File: src/rtl/calc_pkg.sv
// Shared calculator definitions: divider FSM states and the operation codes
// the calculator control FSM uses to steer operands to the ALU or the divider.
package calc_pkg;

    typedef enum logic [1:0] {
        IDLE,
        CALC,
        DONE
    } div_state_t;

    typedef enum logic [2:0] {
        OP_ADD,
        OP_SUB,
        OP_DIV
    } calc_op_t;

endpackage

File: src/rtl/add_sub_nbits.sv
// Combinational adder/subtractor. In subtract mode cout_o is the borrow
// (high when a_i < b_i), so callers can use it directly as a "went negative" flag.
module add_sub_nbits #(
    parameter int width = 8
) (
    input  logic [width-1:0] a_i,
    input  logic [width-1:0] b_i,
    input  logic             sub_i,
    output logic [width-1:0] sum_o,
    output logic             cout_o
);

    logic [width:0] full;

    // Two's-complement subtract; the raw carry is inverted to report a borrow.
    assign full   = {1'b0, a_i} + {1'b0, b_i ^ {width{sub_i}}} + {{width{1'b0}}, sub_i};
    assign sum_o  = full[width-1:0];
    assign cout_o = full[width] ^ sub_i;

endmodule

File: src/rtl/div_seq_nbits.sv
// Sequential unsigned restoring divider: one shift-and-subtract step per cycle,
// launched by a start/done handshake from the calculator control FSM.
module div_seq_nbits
    import calc_pkg::*;
#(
    parameter int width = 8
) (
    input  logic             clk_i,
    input  logic             rst_ni,
    input  logic             start_i,
    input  logic [width-1:0] dividend_i,
    input  logic [width-1:0] divisor_i,
    output logic             busy_o,
    output logic             done_o,
    output logic [width-1:0] quotient_o,
    output logic [width-1:0] remainder_o,
    output logic             div_by_zero_o
);

    localparam int cnt_w = $clog2(width + 1);
    localparam logic [cnt_w-1:0] last_count = cnt_w'(width - 1);

    div_state_t       state_q, state_d;
    logic [cnt_w-1:0] count_q;
    logic [width-1:0] quot_q, rem_q, divisor_q;
    logic             dbz_q;

    logic [width:0]   trial_a, trial_b, trial;
    logic             borrow;
    logic             unused_trial_msb;

    assign trial_a = {rem_q, quot_q[width-1]};
    assign trial_b = {1'b0, divisor_q};

    add_sub_nbits #(.width(width + 1)) u_trial_sub (
        .a_i    (trial_a),
        .b_i    (trial_b),
        .sub_i  (1'b1),
        .sum_o  (trial),
        .cout_o (borrow)
    );

    // Remainder stays below the divisor, so a successful trial always fits in width bits.
    assign unused_trial_msb = trial[width];

    always_ff @(posedge clk_i or negedge rst_ni) begin
        if (!rst_ni) begin
            state_q <= IDLE;
        end else begin
            state_q <= state_d;
        end
    end

    always_comb begin
        state_d = state_q;
        case (state_q)
            IDLE: begin
                if (start_i) begin
                    state_d = (divisor_i == '0) ? DONE : CALC;
                end
            end
            CALC: begin
                if (count_q == last_count) begin
                    state_d = DONE;
                end
            end
            DONE: begin
                state_d = IDLE;
            end
            default: begin
                state_d = IDLE;
            end
        endcase
    end

    always_ff @(posedge clk_i or negedge rst_ni) begin
        if (!rst_ni) begin
            count_q   <= '0;
            quot_q    <= '0;
            rem_q     <= '0;
            divisor_q <= '0;
            dbz_q     <= 1'b0;
        end else begin
            case (state_q)
                IDLE: begin
                    if (start_i) begin
                        divisor_q <= divisor_i;
                        count_q   <= '0;
                        if (divisor_i == '0) begin
                            quot_q <= '1;
                            rem_q  <= dividend_i;
                            dbz_q  <= 1'b1;
                        end else begin
                            quot_q <= dividend_i;
                            rem_q  <= '0;
                            dbz_q  <= 1'b0;
                        end
                    end
                end
                CALC: begin
                    count_q <= count_q + cnt_w'(1);
                    if (borrow) begin
                        rem_q  <= {rem_q[width-2:0], quot_q[width-1]};
                        quot_q <= {quot_q[width-2:0], 1'b0};
                    end else begin
                        rem_q  <= trial[width-1:0];
                        quot_q <= {quot_q[width-2:0], 1'b1};
                    end
                end
                default: begin
                end
            endcase
        end
    end

    assign busy_o        = (state_q != IDLE);
    assign done_o        = (state_q == DONE);
    assign quotient_o    = quot_q;
    assign remainder_o   = rem_q;
    assign div_by_zero_o = dbz_q;

endmodule
File: config.mk
export PLATFORM = sky130hd
export DESIGN_NAME = div_seq_nbits
export DESIGN_NICKNAME = d
export VERILOG_FILES = /design/src/rtl/calc_pkg.sv /design/src/rtl/add_sub_nbits.sv /design/src/rtl/div_seq_nbits.sv
export SDC_FILE = /design/constraint.sdc
export NUM_CORES = 1
export LEC_CHECK = 0
export CAP_MARGIN = 15
export CELL_PAD_IN_SITES_DETAIL_PLACEMENT = 0
export CELL_PAD_IN_SITES_GLOBAL_PLACEMENT = 1
export CORE_UTILIZATION = 40
export CTS_CLUSTER_SIZE = 8
export DETAILED_ROUTE_END_ITERATION = 10
export GPL_TIMING_DRIVEN = 0
export PLACE_DENSITY = 0.77
export REMOVE_ABC_BUFFERS = 1
export SYNTH_ARGS = -nofsm -noshare
export SYNTH_HDL_FRONTEND = slang
export SYNTH_HIERARCHICAL = 1
export SYNTH_SLANG_ARGS = --single-unit
File: constraint.sdc
create_clock -name clk_i -period 3.3 [get_ports clk_i]
set_input_delay 0.495 -clock clk_i [delete_from_list [all_inputs] [get_ports clk_i]]
set_output_delay 0.495 -clock clk_i [all_outputs]
set_load 0.01 [all_outputs]
==> metrics.log <==
INFO  metric run_status = completed
INFO  metric synth_cells = 228
INFO  metric vdd_drop_max = 0.410 mV
INFO  metric cts_tree = yes
INFO  metric drt_first_pass_iters = 5
INFO  metric numPortBuffers = 37
INFO  metric final_layout_net_count = 287
INFO  metric total_leakage_power = 1.08 nW
INFO  metric power_density = 1110 nW/um^2
INFO  metric number_of_antenna_violations_at_the_first_check_in_global_routing = 0
INFO  metric die_x = 74.0 um
INFO  metric unrepaired_setup_endpoints_after_global_routing = false
INFO  metric gr-usage-all-layers = 17.8%
INFO  metric grt_start_max_net_pins = 34
INFO  metric synth-warning-count = 6
INFO  metric tns = 0 ns
INFO  metric clk-insertion-delay-late = 0.29 ns
INFO  metric cap_viol_max_count = 0
INFO  metric worst_slew_pin_slew = 0.741 ns
INFO  metric io_pins = 38
INFO  metric detailed_place_hpwl = 3150 um
INFO  metric worst_setup_path_end_kind = flop
INFO  metric critPathKind = flop to flop
INFO  metric timing.critical_path.required = 3.43 ns
INFO  metric row_count = 25
INFO  metric crit_fanout = 10
INFO  metric initial_core_util = 42.8%
INFO  metric post_dp_cell_area = 2400 um^2
INFO  metric clock-skew-final = 0.00904 ns
INFO  metric place_congestion = 0.752
INFO  metric post_cts_resize_count = 0
INFO  metric final_cell_area = 2520 um^2
INFO  metric cp_data_arrival_time = 2.70 ns
INFO  metric clk_transition_reported_paths = 0.07 ns
INFO  metric timing.critical_path.from_type = flop
INFO  metric grt_first_pass_wirelength = 7380 um
INFO  metric final_antenna_net_count = 0
INFO  metric insertedDiodeCount = 0
INFO  metric finalSetupViolCount = 0
INFO  metric power = 0.00280 W
INFO  metric slew_viol_final = 0
INFO  metric final_layout_size_suffix_gt1_share = 7.72%
INFO  metric routed-via-count = 1662
INFO  metric cts_htree_levels = 2
INFO  metric syn_area = 2080 um^2
INFO  metric design.core.area = 4850 um^2
INFO  metric postCtsSetupRepairBufs = 0
INFO  metric cts_hold_repair.buffers = 0
INFO  metric clkSinkCount = 31
INFO  metric slew_headroom = 50.2%
INFO  metric die-height = 74.0 um
INFO  metric clockBufferDepth = 2
INFO  metric timing.final.crit_share = 77.8%
INFO  metric area.growth.synth_to_final = 21.5%
INFO  metric final.min_clock_period = 2.57 ns
INFO  metric initialDrtViolationCount = 82
INFO  metric via_per_inst = 5.10
INFO  metric routed_wirelength = 4300 um
INFO  metric dpl.cell_count = 318
INFO  metric die-area = 5480 um^2
INFO  metric cts_inserted_buffers = 5
INFO  metric hold_class = primary input to async pin
INFO  metric drc_errors = 0
INFO  metric timing.fmax = 0.390 GHz
INFO  metric timing.final.hold_violations = 0
INFO  metric instances_no_fill = 326
INFO  metric number_of_global_route_vias_before_repair = 1585
INFO  metric root_buffer = sky130_fd_sc_hd__clkbuf_8
INFO  metric grt-ovfl-total = 0
INFO  metric drt-wirelength-per-cell = 13.2 um
INFO  metric synth_area_per_inst = 9.10 um^2
[power by group]
group          switching [W]  internal, W  leakage, nW
Combinational       0.000799     0.000838        0.640
Sequential          0.000197     0.000574        0.376
Clock               0.000148     0.000244       0.0612
Total                0.00114      0.00166         1.08
[flip-flops by register name, indices dropped and copies added, names as in the netlist]
| signal | cells |
|---|---|
| divisor_q | 8 |
| quotient_o | 8 |
| remainder_o | 8 |
| count_q | 4 |
| state_q | 2 |
| div_by_zero_o | 1 |
[final timing paths]
| path | slack, ns | endpoint | from | cells past startpoint |
|---|---|---|---|---|
| max in group asynchronous | 2.59 | divisor_q[5]$_DFFE_PN0P_ | rst_ni | 1 |
| min reg2reg | 0.47 | count_q[3]$_DFFE_PN0P_ | count_q[3]$_DFFE_PN0P_ | 1 |
| min in group clk_i | 0.47 | count_q[3]$_DFFE_PN0P_ | count_q[3]$_DFFE_PN0P_ | 1 |
| min | 0.25 | quotient_o[0]$_DFFE_PN0P_ | rst_ni | 1 |
| max reg2reg | 0.73 | remainder_o[5]$_DFFE_PN0P_ | divisor_q[2]$_DFFE_PN0P_ | 11 |
| max | 0.73 | remainder_o[5]$_DFFE_PN0P_ | divisor_q[2]$_DFFE_PN0P_ | 11 |
[area by class of cell]
cell class                      instances  area [um^2]
Fill cell                             476         2330
Multi-Input combinational cell        179         1160
Sequential cell                        31          776
Timing Repair Buffer                   38          373
Tap cell                               67         83.8
Clock buffer                            6         82.6
Clock inverter                          2         35.0
Inverter                                3         11.3
[worst max-delay path, cell delays in order, from the launching register on]
cell and delay [ns]:
sky130_fd_sc_hd__dfrtp_1 0.40, sky130_fd_sc_hd__xor2_1 0.15, sky130_fd_sc_hd__ha_1 0.29, sky130_fd_sc_hd__a21oi_1 0.21, sky130_fd_sc_hd__o211ai_2 0.13, sky130_fd_sc_hd__and2_4 0.16
sky130_fd_sc_hd__a31oi_1 0.19, sky130_fd_sc_hd__xnor2_1 0.36, sky130_fd_sc_hd__buf_4 0.28, sky130_fd_sc_hd__nand2b_1 0.06, sky130_fd_sc_hd__o211ai_1 0.09, sky130_fd_sc_hd__a31oi_1 0.10
[routing by layer]
metal	up-vias	share of wire (%)	wire length, um	global-route usage [%]
li1	858	-	-	-
met5	-	0	0	0
met1	760	48	2070	23.1
met3	5	4.3	183	4.74
met2	39	46	1980	28.7
met4	0	1.4	59	6.41
[metrics by stage]
| stage | hold WS (ns) | util, % | setup slack, ns |
|---|---|---|---|
| after global routing | 0.321 | 52.0 | 0.556 |
| after floorplan | 0.199 | - | 0.989 |
| after detailed placement | 0.463 | 49.6 | 0.751 |
| after CTS | 0.271 | 52.0 | 0.736 |
| final | 0.252 | 52.0 | 0.734 |
| after global placement | 0.458 | 49.5 | 0.659 |
[cells in the final DEF, fill, tap and decap left out, drive strengths merged, types with 3 or more instances in the layout]
cell	count
o211ai	9
mux2i	3
inv	3
nor2	22
xor2	11
nand4	9
clkdlybuf4s50	36
nand2	45
nor2b	3
clkbuf	6
xnor2	5
a41oi	7
a21oi	8
nand3	4
dfrtp	31
nand2b	10
a31oi	10
ha	9
Power figures use the tool's default switching activity.
